==> config.mk <==
export PLATFORM = sky130hd
export DESIGN_NAME = prng_lfsr_burst
export DESIGN_NICKNAME = d
export VERILOG_FILES = /design/src/rtl/prng_pkg.sv /design/src/rtl/prng_lfsr_step.sv /design/src/rtl/prng_lfsr_burst.sv
export SDC_FILE = /design/constraint.sdc
export NUM_CORES = 1
export LEC_CHECK = 0
export BUFFER_PORTS_ARGS = -buffer_cell sky130_fd_sc_hd__buf_2
export CAP_MARGIN = 10
export CELL_PAD_IN_SITES_DETAIL_PLACEMENT = 0
export CELL_PAD_IN_SITES_GLOBAL_PLACEMENT = 2
export CORE_AREA = 2 2 98 100
export CTS_BUF_LIST = sky130_fd_sc_hd__clkbuf_8
export CTS_CLUSTER_DIAMETER = 30
export DETAILED_ROUTE_END_ITERATION = 10
export DIE_AREA = 0 0 100 102
export GPL_TIMING_DRIVEN = 1
export PLACE_DENSITY_LB_ADDON = 0.15
export RECOVER_POWER = 100
export SETUP_SLACK_MARGIN = 0.5
export SLEW_MARGIN = 10
export SYNTH_ARGS = -nofsm -noshare
export SYNTH_HDL_FRONTEND = slang
export SYNTH_SLANG_ARGS = --single-unit
==> constraint.sdc <==
create_clock -name clk -period 2.05 [get_ports clk]
set_clock_uncertainty 0.05 [all_clocks]
set_input_delay 0.3075 -clock clk [delete_from_list [all_inputs] [get_ports clk]]
set_output_delay 0.3075 -clock clk [all_outputs]
set_load 0.05 [all_outputs]
==> src/rtl/prng_pkg.sv <==
// Shared types and the Galois step function for the burst PRNG.
// Holds the FSM state enum, the default 16-bit tap mask and the step model.
package prng_pkg;

    typedef enum logic [1:0] {
        IDLE,
        SHIFT,
        OUT
    } state_e;

    // x^16 + x^14 + x^13 + x^11 + 1
    localparam logic [15:0] TAPS_16 = 16'hB400;

    // Widest LFSR the step function supports.
    localparam int MAX_W = 64;

    // One Galois shift; narrower LFSRs pass zero-extended state and taps.
    function automatic logic [MAX_W-1:0] galois_step(
        input logic [MAX_W-1:0] s,
        input logic [MAX_W-1:0] taps
    );
        return (s >> 1) ^ (s[0] ? taps : '0);
    endfunction

endpackage

==> src/rtl/prng_lfsr_step.sv <==
// Combinational one-step Galois LFSR next-state.
// Ports: state_i (current state), next_o (state after one shift).
import prng_pkg::*;

module prng_lfsr_step #(
    parameter int               WIDTH = 16,
    parameter logic [WIDTH-1:0] TAPS  = TAPS_16
) (
    input  logic [WIDTH-1:0] state_i,
    output logic [WIDTH-1:0] next_o
);

    assign next_o = WIDTH'(galois_step(MAX_W'(state_i), MAX_W'(TAPS)));

endmodule

==> src/rtl/prng_lfsr_burst.sv <==
// Galois-LFSR word generator: bursts of words on a valid/ready stream.
// Ports: clk, rst (async, active-low), en, start, burst_len, load_seed,
// seed, out_ready in; out_valid, out_data, busy, done out.
// Build option PRNG_WHITEN_EN: out_data = state ^ half-swapped state.
import prng_pkg::*;

module prng_lfsr_burst #(
    parameter int               WIDTH     = 16,
    parameter logic [WIDTH-1:0] TAPS      = TAPS_16,
    parameter int               STEPS     = 16,
    parameter int               BURST_MAX = 256,
    localparam int              CNT_W     = $clog2(BURST_MAX + 1)
) (
    input  logic             clk,
    input  logic             rst,
    input  logic             en,
    input  logic             start,
    input  logic [CNT_W-1:0] burst_len,
    input  logic             load_seed,
    input  logic [WIDTH-1:0] seed,
    input  logic             out_ready,
    output logic             out_valid,
    output logic [WIDTH-1:0] out_data,
    output logic             busy,
    output logic             done
);

    localparam int SW = (STEPS > 1) ? $clog2(STEPS) : 1;

    state_e           state_q, state_d;
    logic [WIDTH-1:0] lfsr_q, lfsr_d;
    logic [SW-1:0]    step_q, step_d;
    logic [CNT_W-1:0] word_q, word_d;
    logic [CNT_W-1:0] len_q, len_d;
    logic             valid_q, valid_d;
    logic [WIDTH-1:0] data_q, data_d;
    logic             done_q, done_d;

    logic [WIDTH-1:0] lfsr_nxt;
    logic [CNT_W-1:0] len_eff;
    logic [CNT_W-1:0] word_inc;

    function automatic logic [WIDTH-1:0] shape(input logic [WIDTH-1:0] s);
`ifdef PRNG_WHITEN_EN
        return s ^ {s[WIDTH/2-1:0], s[WIDTH-1:WIDTH/2]};
`else
        return s;
`endif
    endfunction

    prng_lfsr_step #(
        .WIDTH (WIDTH),
        .TAPS  (TAPS)
    ) u_step (
        .state_i (lfsr_q),
        .next_o  (lfsr_nxt)
    );

    // Zero length means one word; oversize requests saturate.
    always_comb begin
        len_eff = burst_len;
        if (burst_len == '0) begin
            len_eff = CNT_W'(1);
        end else if (burst_len > CNT_W'(BURST_MAX)) begin
            len_eff = CNT_W'(BURST_MAX);
        end
    end

    assign word_inc = word_q + CNT_W'(1);

    always_comb begin
        state_d = state_q;
        lfsr_d  = lfsr_q;
        step_d  = step_q;
        word_d  = word_q;
        len_d   = len_q;
        valid_d = valid_q;
        data_d  = data_q;
        done_d  = done_q;
        // en low holds everything, done included.
        if (en) begin
            done_d = 1'b0;
            unique case (state_q)
                IDLE: begin
                    if (load_seed) begin
                        lfsr_d = (seed == '0) ? WIDTH'(1) : seed;
                    end
                    if (start) begin
                        len_d   = len_eff;
                        step_d  = '0;
                        word_d  = '0;
                        state_d = SHIFT;
                    end
                end
                SHIFT: begin
                    lfsr_d = lfsr_nxt;
                    step_d = step_q + SW'(1);
                    if (step_q == SW'(STEPS - 1)) begin
                        data_d  = shape(lfsr_nxt);
                        valid_d = 1'b1;
                        state_d = OUT;
                    end
                end
                OUT: begin
                    if (out_ready) begin
                        word_d  = word_inc;
                        valid_d = 1'b0;
                        if (word_inc == len_q) begin
                            done_d  = 1'b1;
                            state_d = IDLE;
                        end else begin
                            step_d  = '0;
                            state_d = SHIFT;
                        end
                    end
                end
                default: state_d = IDLE;
            endcase
        end
    end

    always_ff @(posedge clk or negedge rst) begin
        if (!rst) begin
            state_q <= IDLE;
            lfsr_q  <= WIDTH'(1);
            step_q  <= '0;
            word_q  <= '0;
            len_q   <= '0;
            valid_q <= 1'b0;
            data_q  <= '0;
            done_q  <= 1'b0;
        end else begin
            state_q <= state_d;
            lfsr_q  <= lfsr_d;
            step_q  <= step_d;
            word_q  <= word_d;
            len_q   <= len_d;
            valid_q <= valid_d;
            data_q  <= data_d;
            done_q  <= done_d;
        end
    end

    assign out_valid = valid_q;
    assign out_data  = data_q;
    assign busy      = (state_q != IDLE);
    assign done      = done_q;

endmodule

# Word-level counts from Yosys, hierarchy flattened
# Index checks and enable logic that the tools add are counted.
[word_totals]
register_bits = 58
latchBits = 0
ramBits = 0
mem_bits_ro = 0
input_bits = 31
out_inout_bits = 19
word_cells = 60
n_memories = 0
[classes]
n_addsub = 2
multipliers = 0
div_mod_pow = 0
magnitude_cmp = 1
eq_ne = 9
shifts = 0
muxes = 24
n_bitwise = 1
reduce_logical = 15
[op_table]
columns = ["op", "count"]
rows = [
  ["two-way mux 16 bit", 3],
  ["two-way mux 9 bit", 4],
  ["case mux 16 bit (2 select lines)", 1],
  ["case mux 9 bit (2 select lines)", 1],
  ["zero test 16 bit", 1],
  ["bitwise XOR 15 x 16 -> 16 bit", 1],
  ["two-way mux 4 bit", 3],
  ["case mux 4 bit (3 select lines)", 1],
  ["AND reduction 4 bit", 3],
  ["!= test 2 bit (second input constant)", 5],
  ["adder 9 x 1 -> 9 bit (second input constant)", 1],
  ["== test 9 bit", 1],
  ["> comparator 9 bit (second input constant)", 1],
  ["zero test 9 bit", 1],
  ["AND reduction 3 bit", 3],
  ["nonzero test 2 bit", 4],
  ["two-way mux 1 bit", 6],
  ["two-way mux 2 bit", 3],
  ["case mux 2 bit (3 select lines)", 1],
  ["AND reduction 5 bit", 1],
  ["adder 4 x 1 -> 4 bit (second input constant)", 1],
  ["== test 4 bit (second input constant)", 1],
  ["nonzero test 3 bit", 1],
  ["== test 2 x 1 -> 1 bit (second input constant)", 1],
  ["3 further kinds", 3],
]

# Depth between registers and ports, before layout
# Gate-level depths: netlist of run 1.
[depth]
ltp_word = 5
depth_mapped = 8
depth_no_buf = 7

# By module
# A second synthesis of run 1 with hierarchy kept.
[unflattened]
hier_cells = 311
area_unflattened_um2 = 3067.9
[modules_own_cells]
columns = ["module", "n_inst", "cells_per_inst", "area_each_um2", "seq_area_each_um2"]
rows = [
  ["prng_lfsr_burst", 1, 295, 2944.1, 1452.6],
  ["prng_lfsr_step", 1, 16, 123.9, 0.0],
]

# Worst setup path after synthesis of run 1
# Ideal clock, no wire load.
[synth_path]
path_type = "register -> register"
from = "register word_q[0]"
to = "register step_q[1]"
setup_time_ps = 83
arrival_ps = 2026
required_time_ps = 1917
setup_slack_ps = -109
stages_incl_launch_ff = 9
n_path_buf = 1
period_less_slack_ps = 2159
cell_sequence = "dfrtp_1 -> ha_1 -> buf_6 -> xor3_1 -> or3_2 -> a21oi_1 -> o311a_4 -> o21ai_0 -> o21ai_0"
[synth_between]
elab_chain_len = 4
[synth_rtl]
columns = ["item", "line_no", "text"]
rows = [
  ["start, declared", "prng_lfsr_burst.sv:33", "logic [CNT_W-1:0] word_q, word_d;"],
  ["start signal, assigned", "prng_lfsr_burst.sv:136", "word_q <= word_d;"],
  ["adder 9 x 1 -> 9 bit", "prng_lfsr_burst.sv:69", "assign word_inc = word_q + CNT_W'(1);"],
  ["== test 9 bit", "prng_lfsr_burst.sv:108", "if (word_inc == len_q) begin"],
  ["!= test 2 bit (no line)", "-", ""],
  ["AND reduction 5 bit (no line)", "-", ""],
  ["end signal, assigned", "prng_lfsr_burst.sv:135", "step_q <= step_d;"],
  ["end, declared", "prng_lfsr_burst.sv:32", "logic [SW-1:0] step_q, step_d;"],
]
# No other way between the ends.
# A chain may end at the register's enable or synchronous reset.

# Worst setup path after layout of run 1
[layout_path]
from = "register word_q[0]"
to = "register step_q[3]"
# The elaborated chain is that of the path after synthesis.

==> results of run 1 <==
[layout by cell type, fill, tap and decap left out, drive strengths merged, types with 2 or more instances in the layout]
master	count
dfrtp	57
buf	53
o21ai	44
clkbuf	38
nand2	34
mux2	17
nor2	12
nand2b	11
a21oi	11
a22oi	10
nand3	9
o31ai	8
xnor2	7
nor4	6
inv	4
nand4	4
nor3	3
xor2	3
clkinvlp	3
and3	3
or3	3
nor2b	2
o22ai	2
o41ai	2
and4	2
ha	2
[final cells by class]
class,instances,area [um2],area share
multi-input cells,212,1500,0.399
flip-flops and latches,58,1460,0.387
repair buffers,81,474,0.126
clock buffers,11,151,0.0402
well taps,111,139,0.0369
clock inverters,4,27.5,0.00731
inverters,4,15.0,0.00399
[worst paths after layout]
path	cells past startpoint	end
setup / recovery	7	step_q[3]
hold / removal	3	len_q[5]
setup reg to reg	7	step_q[3]
hold reg to reg	1	out_valid
max in group asynchronous	3	word_q[3]
min in group asynchronous	3	out_data[2]
[cell families (layout without fill, tap and decap cells)]
logic type      count (synthesis)  after routing  share of synthesized area
compound gates                 88             88                      0.187
xor+xnor                       12             12                     0.0455
mux                            17             17                     0.0663
fa+ha+maj                       2              2                    0.00850
flops                          58             58                      0.493
simple gates                   93             93                      0.163
buf+inv                        22            100                     0.0361
[repair_timing]
action | in CTS | in global routing
setup buffers | 7 | 7
hold endpoints to repair | 57 | 0
pin swaps | 5 | 3
endpoints found under the setup margin | 40 | 37
hold buffers | 1 | 0
cloned | 1 | 0
gates resized for setup | 17 | 25
[registers in the layout, indices dropped and copies added, names as in the netlist]
signal	flops
out_valid	1
word_q	9
out_data	16
lfsr_q	16
len_q	9
step_q	4
done	1
state_q	2
[routing by layer]
layer	track usage	share of wire
met1	0.250	0.52
met2	0.230	0.43
met3	0.0294	0.038
met4	0.0632	0.011
met5	0	0
[through the flow]
step,area [um2],setup WS (ps),instances
final,3770,126,481
after global routing,3770,18.8,481
after CTS,3740,114,474
after detailed placement,3410,75.2,450
after global placement,3410,46.9,450
after floorplan,2980,126,292
[where the power goes]
part	switching, mW	internal (mW)
logic	0.926	0.678
registers	0.326	1.51
clock network	0.489	0.495
[critical path: cells and delay by family (launching register included)]
kind / cells / cell delay [ps]
muxes: 1 / 290
and+or+nand+nor: 2 / 250
DFF: 1 / 420
AOI/OAI and AO/OA: 3 / 630
buffers and inverters: 1 / 150
==> summary.txt, run 1 <==
Cells and area
  • Antenna diodes: 0
  • Final net count: ~400
  • Final Util: 0.414
  • Fill count: around 950
  • Area Growth Syn to Fin: 28.0%
  • Share of layout cells above drive strength 1: 0.332

Yosys
  • Flops & latches, synth: 58
  • Most used DFF post-synth: dfrtp_1
  • Most frequent cell after synthesis: dfrtp_1
  • Syn_nets: between 300 and 400
  • Mapped Cells: between 200 and 300
  • Sequential share of the synthesized area: 0.493
  • Syn_area_per_cell: between 10 and 15 um2
  • Synth top cells by count: dfrtp_1, o21ai_0, nand2_1
  • Synth Cell Area: between 2000 and 3000 um2
  • Largest cells by area after synthesis: dfrtp_1, o21ai_0, mux2_2
  • Synth top area share: 0.484
  • EDFF count, synth: 0
  • Yosys warns: 0
  • Synth unique cells: 53
  • Synth async-reset ratio: 1.00
  • Post-synth top area cell: dfrtp_1

STA
  • Max Slew Vio Count: 0
  • Slew @ Worst Pin: between 800 and 900 ps
  • Final Hold Vio Count: 0
  • Final Setup Violations: 0
  • Period Utilization, post-route: 0.939
  • FMAX: 0.520 GHz
  • RSZ-0062 raised after global routing: true
  • Worst hold slack: 181 ps
  • Min Tclk post-route: roughly 1900 ps
  • Relative slew slack: 0.445
  • Fin Setup TNS: 0 ps

Routing
  • Final ANT Viol Nets: 0
  • Initial DRC count: between 90 and 100
  • Final wirelength: just under 8000 um
  • Vias: ~2500
  • Per-cell routed wire length: between 15 and 20 um
  • DR vias/cell: about 5
  • Pre-antenna DRT Iters: 4
  • DRC: 0

Outcome
  • Status: finished, final reports clean

Critical path
  • Start point of the critical path: word_q[0]
  • Worst Path Required: roughly 2200 ps
  • R2r startpoint: word_q[0]
  • CP Max Fanout: 6
  • Worst-path cell chain: buf_6, and3_4, nand2_4, mux2_4, o311a_4, o31ai_2, o31ai_1
  • Critical Path End Type: flop
  • WS Path Type: flop to flop
  • Worst setup SP type: flop
  • CP max-delay cell: dfrtp_1
  • Max incr delay on CP: 420 ps
  • R2R setup slack: 130 ps
  • CP arrival: 2080 ps

Floorplanning
  • FP Rows: 35
  • Core footprint: 9110 um2
  • Total die area: slightly above 10000 um2
  • IO Pins: 50
  • Die Ht: roughly 100 um
  • Die width: ~100 um
  • Initial cell density of the core: 0.323

Global routing
  • GRT Residual Overflow: 0
  • First-pass GRT wire length: 12800 um
  • Tot GR Track Use: 0.164
  • Initial antenna violation count: 0
  • Vias in the first global route: roughly 2400
  • Pin count of the biggest net entering global routing: a little under 60

Power and ir drop
  • Pwr per Cell Area: between 1000 and 1500 nW/um2
  • Leakage: around 1.7 nW
  • Final Power: 4.42 mW
  • Max VDD drop: 0.591 mV

Placed design
  • Post-DP HPWL: around 5100 um
  • RD Place Congestion: 0.754
  • Port-buffer cells: a little under 50

Flow run
  • Max cap viols: 0

Clock network
  • CTS root buffer: clkbuf_8
  • CTS tree: built
  • Clk slew on worst S/H paths: 70 ps
  • Clock Sinks: 58
  • Clock Latency Late Sink: around 340 ps
  • CTS Buffer Depth: 2
  • Total CTS buffers: 9
  • H-tree levels: 3

Min path
  • Worst min path class: input pin to flop
  • Worst Hold Launch: burst_len[5]
Power figures use the tool's default switching activity.
==> run 2: changes to the inputs <==
==> constraint.sdc (replaced) <==
create_clock -name clk -period 2.05 [get_ports clk]
set_clock_uncertainty 0.05 [all_clocks]
set_input_delay 0.41 -clock clk [delete_from_list [all_inputs] [get_ports clk]]
set_output_delay 0.41 -clock clk [all_outputs]
set_load 0.05 [all_outputs]
==> run 2 against run 1 <==
Net effect: the run now ends with capacitance limit, slew limit left; power increased by 2.8%; worst setup slack worse by 23 ps; wire length grew 1.0%; first-iteration DRC count up 5.3%; clock power is 12% higher; combinational power hardly changed; cell count rose by 0.42%; count of clock-buffer cells in the layout fell by 1; flip-flop and latch count is the same; worst hold slack improved by 100 ps.
==> summary.txt, run 2 (same netlist as run 1, synthesis figures left out) <==
Critical path
  • Worst-path cell chain: buf_6, and3_4, nand2_4, mux2_4, o311a_4, o31ai_2, o31ai_1
  • Critical Path End Type: flop
  • Worst Path Required: about 2200 ps
  • Worst setup SP type: flop
  • WS Path Type: flop to flop
  • R2r startpoint: word_q[1]
  • CP top delay family: compound AO/OA/AOI/OAI gates
  • Reg-to-Reg End: step_q[3]
  • CP Depth: 7
  • CP max-delay cell: dfrtp_1
  • Cells on worst reg2reg path: 7
  • CP arrival: 2120 ps
  • WP buf/inv: 1
  • CP endpoint: step_q[3]
  • R2R setup slack: 100 ps
  • Start point of the critical path: word_q[1]
  • Max incr delay on CP: 410 ps
  • CP Max Fanout: 6

STA
  • RSZ-0062 raised after global routing: true
  • Slew @ Worst Pin: about 1500 ps
  • Fin Setup TNS: 0 ps
  • Final Setup Violations: 0
  • Final Hold Vio Count: 0
  • Relative slew slack: -0.0148
  • Min Tclk post-route: a little under 2000 ps
  • Max Slew Vio Count: 59
  • FMAX: 0.514 GHz
  • Period Utilization, post-route: 0.950
  • Worst hold slack: 281 ps

Routing
  • Initial DRC count: 100
  • Routed wl met2: around 3400 um
  • Per-cell routed wire length: between 15 and 20 um
  • Routed length on met3: between 200 and 250 um
  • DRC: 0
  • Pre-antenna DRT Iters: 4
  • Met1 WL: approximately 4200 um
  • Final ANT Viol Nets: 0
  • DR vias/cell: roughly 5
  • Max layer used: met4
  • Vias: around 2500
  • Final wirelength: 7910 um

Global routing
  • Pin count of the biggest net entering global routing: 59
  • Initial antenna violation count: 0
  • GRT Residual Overflow: 0
  • Tot GR Track Use: 0.167
  • First-pass GRT wire length: 13100 um
  • Vias in the first global route: roughly 2500

Flow run
  • Max cap viols: 1

Cells and area
  • Fill count: between 900 and 1000
  • Final net count: 400
  • Most used cells in the layout excluding fill and tap cells: dfrtp_1, o21ai_0, nand2_1, buf_2, clkbuf_1
  • Sequential Area: roughly 1500 um2
  • Area Growth Syn to Fin: 30.9%
  • Post-route cell area: between 3000 and 4000 um2
  • Multi-input logic area: 1510 um2
  • Most common cell after layout, fill and taps aside: dfrtp_1
  • Antenna diodes: 0
  • Share of layout cells above drive strength 1: 0.347
  • Cell Count, Final, Fillers Out: roughly 480

Placed design
  • RD Place Congestion: between 0.7 and 0.8
  • Placed Area: 3410 um2
  • Cell count after placement: 449
  • Post-DP HPWL: 5060 um
  • Port-buffer cells: 49

Power and ir drop
  • Leakage: about 1.7 nW
  • Max VDD drop: ~0.52 mV
  • Pwr per Cell Area: 1180 nW/um2

Floorplanning
  • Total die area: around 10000 um2
  • Initial cell density of the core: 0.323
  • Core footprint: 9110 um2
  • FP Rows: 35
  • Die Ht: 102 um
  • IO Pins: 50
  • Die width: roughly 100 um

Clock network
  • H-tree levels: 3
  • Total CTS buffers: 9
  • Clock Sinks: 58
  • CTS tree: built
  • Cts hold-fix bufs: 0
  • CTS Buffer Depth: 2
  • Clk slew on worst S/H paths: around 70 ps
  • CTS root buffer: clkbuf_8
  • Clock Latency Late Sink: 340 ps

Outcome
  • Status: complete, but fails checks
  • Violated checks: capacitance limit, slew limit

Min path
  • Worst min path class: input pin to flop
-- run 2: cell types whose count changed in the layout (fill, tap and decap cells not counted), sizes merged --
cell         before  now
bufbuf            0    1
dlygate4sd3       1    0
clkbuf           38   35
bufinv            0    1
clkinv            1    2
buf              53   56
-- run 2: repair_timing --
item,in CTS,in global routing
buffers inserted,14,2
gates cloned,2,0
gates resized for setup,21,13
endpoints found under the setup margin,28,59
pin swaps,12,0
-- run 2: per-stage QoR --
stage / setup slack, ps / total power, mW / util
floorplan: 126 / 2.88 / -
global placement: 57.4 / 3.31 / 0.375
detailed placement: 58.2 / 3.32 / 0.375
CTS: 111 / 4.60 / 0.426
global route: -4.89 / 4.87 / 0.423
finish: 103 / 4.54 / 0.423
-- run 2: worst min-delay path by stage --
stage,cells after the start,slack (ps),startpoint,to
floorplan,0,60,rst,done
global placement,2,400,rst,out_data[2]
detailed placement,2,400,rst,out_data[2]
CTS,2,30,rst,out_data[5]
global route,3,290,burst_len[2],len_q[2]
finish,3,280,burst_len[5],len_q[5]
-- run 2: layer usage --
metal	up-vias	GRT usage
met4	0	0.0537
met5	-	0
met3	8	0.0369
met2	43	0.241
met1	1230	0.250
li1	1207	-
-- run 2: worst register-to-register path, stage by stage (launching register included) --
cell and delay, ps:
dfrtp_1 410, buf_6 140, and3_4 180, nand2_4 60
mux2_4 300, o311a_4 350, o31ai_2 240, o31ai_1 100
-- run 2: where the power goes --
| group | switching [mW] | internal (mW) |
|---|---|---|
| registers | 0.319 | 1.51 |
| logic | 0.933 | 0.685 |
| clock network | 0.507 | 0.594 |
| total | 1.76 | 2.78 |
-- run 2: cell type report --
cell class / count / area share
clock buffers: 10 / 0.0357
multi-input cells: 212 / 0.391
repair buffers: 82 / 0.138
well taps: 111 / 0.0360
inverters: 4 / 0.00389
flip-flops and latches: 58 / 0.378
clock inverters: 6 / 0.0172
